[config.mk]
export PLATFORM = sky130hd
export DESIGN_NAME = centroid_multi
export DESIGN_NICKNAME = d
export VERILOG_FILES = /design/src/rtl/centroid_multi.sv
export SDC_FILE = /design/constraint.sdc
export NUM_CORES = 2
export LEC_CHECK = 0
export ABC_AREA = 1
export CORE_ASPECT_RATIO = 0.6
export CORE_MARGIN = 2
export CORE_UTILIZATION = 45
export CTS_BUF_LIST = sky130_fd_sc_hd__clkbuf_4
export CTS_CLUSTER_DIAMETER = 50
export DETAILED_ROUTE_END_ITERATION = 8
export MAX_ROUTING_LAYER = met4
export SLEW_MARGIN = 20
export SYNTH_ARGS = -nofsm -noshare
export SYNTH_HDL_FRONTEND = slang
export SYNTH_SLANG_ARGS = --single-unit
[constraint.sdc]
create_clock -name clk_in -period 1.9 [get_ports clk_in]
set_input_delay 0.19 -clock clk_in [delete_from_list [all_inputs] [get_ports clk_in]]
set_output_delay 0.19 -clock clk_in [all_outputs]
set_load 0.005 [all_outputs]
[src/rtl/centroid_multi.sv]
// Multi-channel centroid engine: per-channel x/y sums and pixel counts over a frame,
// then a shared restoring divider reports floor(sum/mass) for each channel in turn.
module centroid_multi #(
  parameter int NUM_CH   = 4,
  parameter int X_W      = 11,
  parameter int Y_W      = 10,
  parameter int CNT_W    = 20,
  parameter int MIN_MASS = 16,
  localparam int CH_W    = (NUM_CH > 1) ? $clog2(NUM_CH) : 1
) (
  input  logic              clk_in,
  input  logic              rst_n_in,
  input  logic [X_W-1:0]    x_in,
  input  logic [Y_W-1:0]    y_in,
  input  logic [NUM_CH-1:0] valid_in,
  input  logic              tabulate_in,
  output logic [X_W-1:0]    x_out,
  output logic [Y_W-1:0]    y_out,
  output logic [CNT_W-1:0]  mass_out,
  output logic [CH_W-1:0]   ch_out,
  output logic              found_out,
  output logic              valid_out,
  output logic              frame_done_out,
  output logic              busy_out,
  output logic              overrun_out
);

  localparam int SX_W = X_W + CNT_W;
  localparam int SY_W = Y_W + CNT_W;
  localparam int IT_W = $clog2(X_W + 1);
  localparam logic [CH_W-1:0]  LAST_CH = CH_W'(NUM_CH - 1);
  localparam logic [CNT_W:0]   MIN_M   = (CNT_W + 1)'(MIN_MASS);

  typedef enum logic [1:0] {IDLE, LOAD, DIV, EMIT} state_t;

  state_t            state;
  logic [SX_W-1:0]   sum_x [NUM_CH];
  logic [SY_W-1:0]   sum_y [NUM_CH];
  logic [CNT_W-1:0]  mass  [NUM_CH];
  logic [SX_W-1:0]   sh_x  [NUM_CH];
  logic [SY_W-1:0]   sh_y  [NUM_CH];
  logic [CNT_W-1:0]  sh_m  [NUM_CH];

  logic [CH_W-1:0]   ch_idx;
  logic [IT_W-1:0]   it;
  logic [CNT_W-1:0]  div_m;
  logic [CNT_W-1:0]  rem_x, rem_y, nrem_x, nrem_y;
  logic [X_W-1:0]    low_x, low_y, nlow_x, nlow_y;
  logic [SX_W-1:0]   ysel;

  // One restoring step. The low register shifts dividend bits out of its MSB and
  // quotient bits into its LSB, so after X_W steps it holds the quotient.
  function automatic logic [CNT_W+X_W-1:0] div_step(input logic [CNT_W-1:0] rem,
                                                    input logic [X_W-1:0]   low,
                                                    input logic [CNT_W-1:0] d);
    logic [CNT_W:0] trial;
    trial = {rem, low[X_W-1]};
    if (trial >= {1'b0, d})
      return {CNT_W'(trial - {1'b0, d}), low[X_W-2:0], 1'b1};
    else
      return {trial[CNT_W-1:0], low[X_W-2:0], 1'b0};
  endfunction

  assign {nrem_x, nlow_x} = div_step(rem_x, low_x, div_m);
  assign {nrem_y, nlow_y} = div_step(rem_y, low_y, div_m);
  assign ysel = SX_W'(sh_y[ch_idx]);

  // Accumulate stage; a tabulate restarts from the current pixel and, when idle,
  // snapshots the pre-update totals.
  always_ff @(posedge clk_in or negedge rst_n_in) begin
    if (!rst_n_in) begin
      for (int c = 0; c < NUM_CH; c++) begin
        sum_x[c] <= '0;
        sum_y[c] <= '0;
        mass[c]  <= '0;
        sh_x[c]  <= '0;
        sh_y[c]  <= '0;
        sh_m[c]  <= '0;
      end
    end else begin
      for (int c = 0; c < NUM_CH; c++) begin
        if (tabulate_in) begin
          sum_x[c] <= valid_in[c] ? SX_W'(x_in) : '0;
          sum_y[c] <= valid_in[c] ? SY_W'(y_in) : '0;
          mass[c]  <= valid_in[c] ? CNT_W'(1) : '0;
        end else if (valid_in[c] && !(&mass[c])) begin
          sum_x[c] <= sum_x[c] + SX_W'(x_in);
          sum_y[c] <= sum_y[c] + SY_W'(y_in);
          mass[c]  <= mass[c] + CNT_W'(1);
        end
        if (tabulate_in && !busy_out) begin
          sh_x[c] <= sum_x[c];
          sh_y[c] <= sum_y[c];
          sh_m[c] <= mass[c];
        end
      end
    end
  end

  // Sequencer and divider stage
  always_ff @(posedge clk_in or negedge rst_n_in) begin
    if (!rst_n_in) begin
      state          <= IDLE;
      ch_idx         <= '0;
      it             <= '0;
      div_m          <= '0;
      rem_x          <= '0;
      rem_y          <= '0;
      low_x          <= '0;
      low_y          <= '0;
      x_out          <= '0;
      y_out          <= '0;
      mass_out       <= '0;
      ch_out         <= '0;
      found_out      <= 1'b0;
      valid_out      <= 1'b0;
      frame_done_out <= 1'b0;
      busy_out       <= 1'b0;
      overrun_out    <= 1'b0;
    end else begin
      valid_out      <= 1'b0;
      frame_done_out <= 1'b0;
      overrun_out    <= tabulate_in && busy_out;
      case (state)
        IDLE: begin
          if (tabulate_in) begin
            state    <= LOAD;
            ch_idx   <= '0;
            busy_out <= 1'b1;
          end
        end
        LOAD: begin
          div_m <= sh_m[ch_idx];
          rem_x <= sh_x[ch_idx][SX_W-1:X_W];
          low_x <= sh_x[ch_idx][X_W-1:0];
          rem_y <= ysel[SX_W-1:X_W];
          low_y <= ysel[X_W-1:0];
          it    <= '0;
          state <= DIV;
        end
        DIV: begin
          rem_x <= nrem_x;
          low_x <= nlow_x;
          rem_y <= nrem_y;
          low_y <= nlow_y;
          it    <= it + IT_W'(1);
          if (it == IT_W'(X_W - 1)) begin
            state          <= EMIT;
            valid_out      <= 1'b1;
            frame_done_out <= (ch_idx == LAST_CH);
            ch_out         <= ch_idx;
            mass_out       <= div_m;
            if (div_m == '0) begin
              x_out     <= '0;
              y_out     <= '0;
              found_out <= 1'b0;
            end else begin
              x_out     <= nlow_x;
              y_out     <= nlow_y[Y_W-1:0];
              found_out <= ({1'b0, div_m} >= MIN_M);
            end
          end
        end
        EMIT: begin
          if (ch_idx == LAST_CH) begin
            state    <= IDLE;
            busy_out <= 1'b0;
          end else begin
            ch_idx <= ch_idx + CH_W'(1);
            state  <= LOAD;
          end
        end
        default: state <= IDLE;
      endcase
    end
  end

endmodule

[Word level (Yosys, flattened, before mapping)]
Cells that the tools add are included.
Word-level totals
  register bits after elaboration: 786
  bits of input ports: 28
  output and inout port bits: 48
Operators by class
  add/sub/neg operators: 16
  order comparisons: 4
  equality and inequality tests: 9
  mux-type cells: 69
  bitwise logic cells: 1
  reductions and logical operators: 27
Operator list (count)
  31-bit 2-to-1 mux: 12
  30-bit 2-to-1 mux: 10
  20-bit 2-to-1 mux: 10
  31-bit by 11-bit adder with 31-bit output: 4
  30-bit by 10-bit adder with 30-bit output: 4
  20-bit by 1-bit adder with 20-bit output, second input constant: 4
  20-bit one-hot mux with 2 select lines: 2
  20-bit AND reduction: 4
  31-bit binary-select mux with 2-bit select: 1
  30-bit binary-select mux with 2-bit select: 1
  11-bit 2-to-1 mux: 5
  10-bit 2-to-1 mux: 5
  11-bit one-hot mux with 2 select lines: 2
  21-bit by 20-bit greater-or-equal comparator with 1-bit output: 2
  20-bit binary-select mux with 2-bit select: 1
  20-bit subtractor: 2
  20-bit by 5-bit greater-or-equal comparator with 1-bit output, second input constant: 1
  20-bit logical NOT: 1
  1-bit 2-to-1 mux: 12
  2-bit nonzero test: 6
  2-bit 2-to-1 mux: 4
  2-bit != test, second input constant: 4
  2-bit one-hot mux with 4 select lines: 1
  4-bit one-hot mux with 2 select lines: 1
  other kinds (14): 27

[Depth between registers and ports, before layout]
  depth in word-level cells: 5
  mapped depth: 16

[Least setup slack after synthesis]
Ideal clock, no wire load.
  path kind: register to register
  from: register div_m[8]
  to: register rem_y[3]
  data arrival time: 1868 ps
  data required time: 1775 ps
  path slack: -92 ps
  cell stages (with the launch flop): 15
  buffers on the path: 2
  period minus slack after synthesis: 1992 ps
  path through: dfrtp_1 inv_1 ha_1 nand2_1 inv_1 a21oi_1 nor2_1 nor2_1 nand2_1 nand2_1 buf_4 buf_4 nand3_1 nand3_1 nand3_1
On the way
  word-level cells in the longest chain between the ends: 3
RTL lines
  start: declaration: RTL line 46  | logic [CNT_W-1:0] div_m;
  start signal: assignment: RTL line 133  | div_m <= sh_m[ch_idx];
  21-bit by 20-bit greater-or-equal comparator with 1-bit output: RTL line 58  | if (trial >= {1'b0, d})
  31-bit 2-to-1 mux: RTL line 58
  20-bit one-hot mux with 2 select lines: RTL line 124  | case (state)
  end signal: assignment: RTL line 136  | rem_y <= ysel[SX_W-1:X_W];
  end signal: assignment: RTL line 144  | rem_y <= nrem_y;
  end: declaration: RTL line 47  | logic [CNT_W-1:0] rem_x, rem_y, nrem_x, nrem_y;
No other way between the ends.
A chain may end at the register's enable or synchronous reset.

[Final worst setup path]
  from: register mass[60] (netlist name)
  to: register sum_y[99] (netlist name)
On the way
  word-level cells in the longest chain between the ends: 4
RTL lines
  start: declaration: RTL line 39  | logic [CNT_W-1:0] mass [NUM_CH];
  start signal: indexed assignment: RTL line 85  | mass[c] <= valid_in[c] ? CNT_W'(1) : '0;
  start signal: indexed assignment: RTL line 89  | mass[c] <= mass[c] + CNT_W'(1);
  20-bit AND reduction: RTL line 86  | end else if (valid_in[c] && !(&mass[c])) begin
  1-bit logical NOT: RTL line 86
  1-bit logical AND: RTL line 86
  2-bit nonzero test (no source line)
  end signal: indexed assignment: RTL line 84  | sum_y[c] <= valid_in[c] ? SY_W'(y_in) : '0;
  end signal: indexed assignment: RTL line 88  | sum_y[c] <= sum_y[c] + SY_W'(y_in);
  end: declaration: RTL line 38  | logic [SY_W-1:0] sum_y [NUM_CH];
No other way between the ends.

==> results.json <==
{
  "run_status": "finished with violations",
  "violations": "setup timing",
  "dieArea_um2": 105300,
  "synth_edf_count": 0,
  "nets": 7912,
  "multiInputGateArea_um2": 28190,
  "yosysTopAreaCellShare_pct": 42.60,
  "portBuffers": 75,
  "synth.distinct_cells": 49,
  "setup_violations": 293,
  "clock_latency_ns": 1.19,
  "critPathCaptureType": "flop",
  "num_vias": 51800,
  "htree_levels": 4,
  "synth-async-reset-ratio_pct": 100.0,
  "tightestPinTransition_ns": 0.6297,
  "postRouteAntennaNets": 0,
  "holdWs_ns": 0.1222,
  "synth_area_leaders": "dfrtp_1, nand2_1, o21ai_0, inv_1, nor2_1",
  "rows": 90,
  "hold_viol_final": 0,
  "slew_headroom_pct": 58.02,
  "syn_to_final_growth_pct": 46.42,
  "fin_ws_ns": -0.3203,
  "first_pass_iters": 8,
  "seqCellArea_um2": 19680,
  "io_pins": 76,
  "rr_worst_depth": 13,
  "startpoint_type": "flop",
  "start_util_pct": 45.66,
  "cts.sinks": 786,
  "path_clk_slew_ns": 0.07,
  "maxSlewViolCount": 0,
  "worstHoldPathType": "in -> reg",
  "r2r_start": "mass[60]$_DFFE_PN0P_",
  "worstHoldPathCells": 4,
  "ys_seq_area_share_pct": 42.60,
  "leakage_nw": 32.35,
  "synth_area_um2": 46170,
  "track_usage_pct": 39.37,
  "drc": 0,
  "rsz0062_at_grt": "yes",
  "cp_slowest_cell": "dfrtp_1",
  "r2r_setup_slack_ns": -0.32,
  "whs_endpoint": "sum_x[98]$_DFFE_PN0P_",
  "yosys_register_bits": 786,
  "crit_chain": "ha_4 -> nand2_2 -> nor2_1 -> and2_0 -> nand4_1 -> buf_6 -> nand2_4 -> buf_12 -> nand2_8 -> inv_2 -> buf_12 -> a21oi_4 -> a21oi_1",
  "grt_pass1_wl_mm": 301.2,
  "wl_per_cell_um": 22.49,
  "hold_path.startpoint": "x_in[5]",
  "critPathArrivalTime_ns": 3.23,
  "mostFrequentLayoutCell": "nand2_1",
  "syn_nets": 6541,
  "maxCapViolCount": 0,
  "path_class": "reg -> reg",
  "totalWireLength_mm": 207.0,
  "post-route-util_pct": 66.86,
  "first_global_vias": 47440,
  "mostFrequentLayoutCells": "nand2_1, buf_4, dfrtp_1",
  "drt-initial-drc-count": 6562,
  "clockBufferDepth": 3,
  "avgSynthCellArea_um2": 7.251,
  "grt_overflow_total": 0,
  "antenna_found_initial": 7,
  "fillCellCount": 8741,
  "fin_crit_ns": 2.220,
  "cts_tree": "done",
  "period_share_pct": 116.9,
  "syn_inst": 6368,
  "path_max_fanout": 15,
  "die_w_um": 417.5,
  "core_area_um2": 101100,
  "path_common_cell": "buf_12",
  "root_buffer": "clkbuf_4",
  "drive_gt1_share_pct": 34.45,
  "hpwl_mm": 150.5,
  "grt_max_degree": 102,
  "die_h_um": 252.1,
  "fmax_mhz": 450.4,
  "synth_area_leader_cell": "dfrtp_1",
  "viasPerCell": 5.628,
  "required_ns": 2.91,
  "cts_inserted_buffers": 197,
  "synthFlopType": "dfrtp_1",
  "place_congestion": 1.017,
  "p_per_area_nw_per_um2": 1340,
  "yosysWarnings": 0,
  "skew_ns": 0.06398,
  "vdd_drop_max_uv": 1159,
  "rr_endpoint": "sum_y[99]$_DFFE_PN0P_",
  "critPathMaxStageDelay_ns": 0.41
}
worst max path at each step:
| stage | start | endpoint | slack (ns) |
|---|---|---|---|
| 2_1_floorplan | div_m[2]$_DFFE_PN0N_ | rem_x[18]$_DFFE_PN0P_ | -0.003 |
| 6_report | mass[60]$_DFFE_PN0P_ | sum_y[99]$_DFFE_PN0P_ | -0.32 |
| 5_1_grt | mass[61]$_DFFE_PN0P_ | sum_y[99]$_DFFE_PN0P_ | -0.38 |
| 4_1_cts | div_m[6]$_DFFE_PN0N_ | rem_x[0]$_DFFE_PN0P_ | -0.25 |
| 3_5_place_dp | x_in[0] | sum_x[76]$_DFFE_PN0P_ | -0.84 |
| 3_3_place_gp | x_in[1] | sum_x[45]$_DFFE_PN0P_ | -0.79 |
final cells by class:
type | count | share of cell area, %
Inverter | 663 | 3.838
Clock inverter | 52 | 0.5052
Antenna cell | 6 | 0.02221
Timing Repair inverter | 1 | 0.01295
Multi-Input combinational cell | 4666 | 41.70
Timing Repair Buffer | 1424 | 19.32
Sequential cell | 786 | 29.11
Clock buffer | 272 | 3.020
Tap cell | 1334 | 2.469
kinds of logic (layout without fill, tap and decap cells):
group	count (synthesis)	in the layout	share of synthesized area, %
xor+xnor	45	45	0.8536
buf+inv	916	2412	7.766
flops	786	786	42.60
mux	59	59	1.439
compound gates	1299	1299	14.90
simple gates	3118	3118	28.35
other cells	0	6	0
fa+ha+maj	145	145	4.092
stage by stage:
stage	setup WS [ns]	instance area (um2)	total power [mW]	std cells	TNS, ns
4_1_cts	-0.2478	63850	83.33	9107	-34.58
2_1_floorplan	-0.003196	46240	40.45	6368	-0.003196
3_5_place_dp	-0.8390	57140	61.52	8645	-177.71
6_report	-0.3203	67610	90.62	9204	-39.20
3_3_place_gp	-0.7863	57140	61.21	8645	-169.29
5_1_grt	-0.3826	67600	95.42	9202	-66.90
metal layers:
| layer | global-route usage (%) | share of wire, % | vias up |
|---|---|---|---|
| li1 | - | - | 24050 |
| met1 | 61.14 | 48 | 24830 |
| met2 | 47.33 | 37 | 2600 |
| met3 | 12.28 | 13 | 310 |
| met4 | 11.04 | 2.7 | 0 |
| met5 | - | 0 | - |
Yosys cell counts (22+ instances only):
| master | number |
|---|---|
| a21oi_1 | 270 |
| buf_1 | 27 |
| buf_2 | 55 |
| clkbuf_1 | 157 |
| dfrtp_1 | 786 |
| ha_1 | 135 |
| inv_1 | 651 |
| mux2_2 | 59 |
| nand2_1 | 1713 |
| nand3_1 | 391 |
| nand3b_1 | 25 |
| nand4_1 | 181 |
| nor2_1 | 621 |
| nor3_1 | 127 |
| o21ai_0 | 817 |
| o21ai_1 | 22 |
| o22ai_1 | 104 |
| xor2_1 | 30 |
sequential cells by signal (all words and copies together), names as in the netlist, 11 cells and up:
register and flops:
sum_x 124, low_y 11, sh_y 120, mass_out 20, sh_x 124, sum_y 120
low_x 11, rem_y 20, rem_x 20, sh_m 80, div_m 20, mass 80
x_out 11
worst max-delay path: cells and delay by family, from the launching register on:
family	cells	cell delay [ns]
and+or+nand+nor	6	0.56
adders and majority gates	1	0.19
DFF	1	0.41
buffers and inverters	4	0.61
AOI/OAI and AO/OA	2	0.26
where the power goes:
| group | switching [mW] | total [mW] | internal [mW] |
|---|---|---|---|
| logic | 30.7 | 54.8 | 24.0 |
| clock network | 7.76 | 14.8 | 7.01 |
| registers | 1.86 | 21.1 | 19.2 |
what timing repair did:
item / 4_1_cts / 5_1_grt
hold endpoints to repair: 1414 / 0
gates cloned: 20 / 13
setup buffers: 103 / 102
gates resized for setup: 998 / 805
hold buffers: 23 / 0
setup endpoints to repair: 432 / 442
pin swaps: 161 / 314
(Power assumes the default switching activity.)
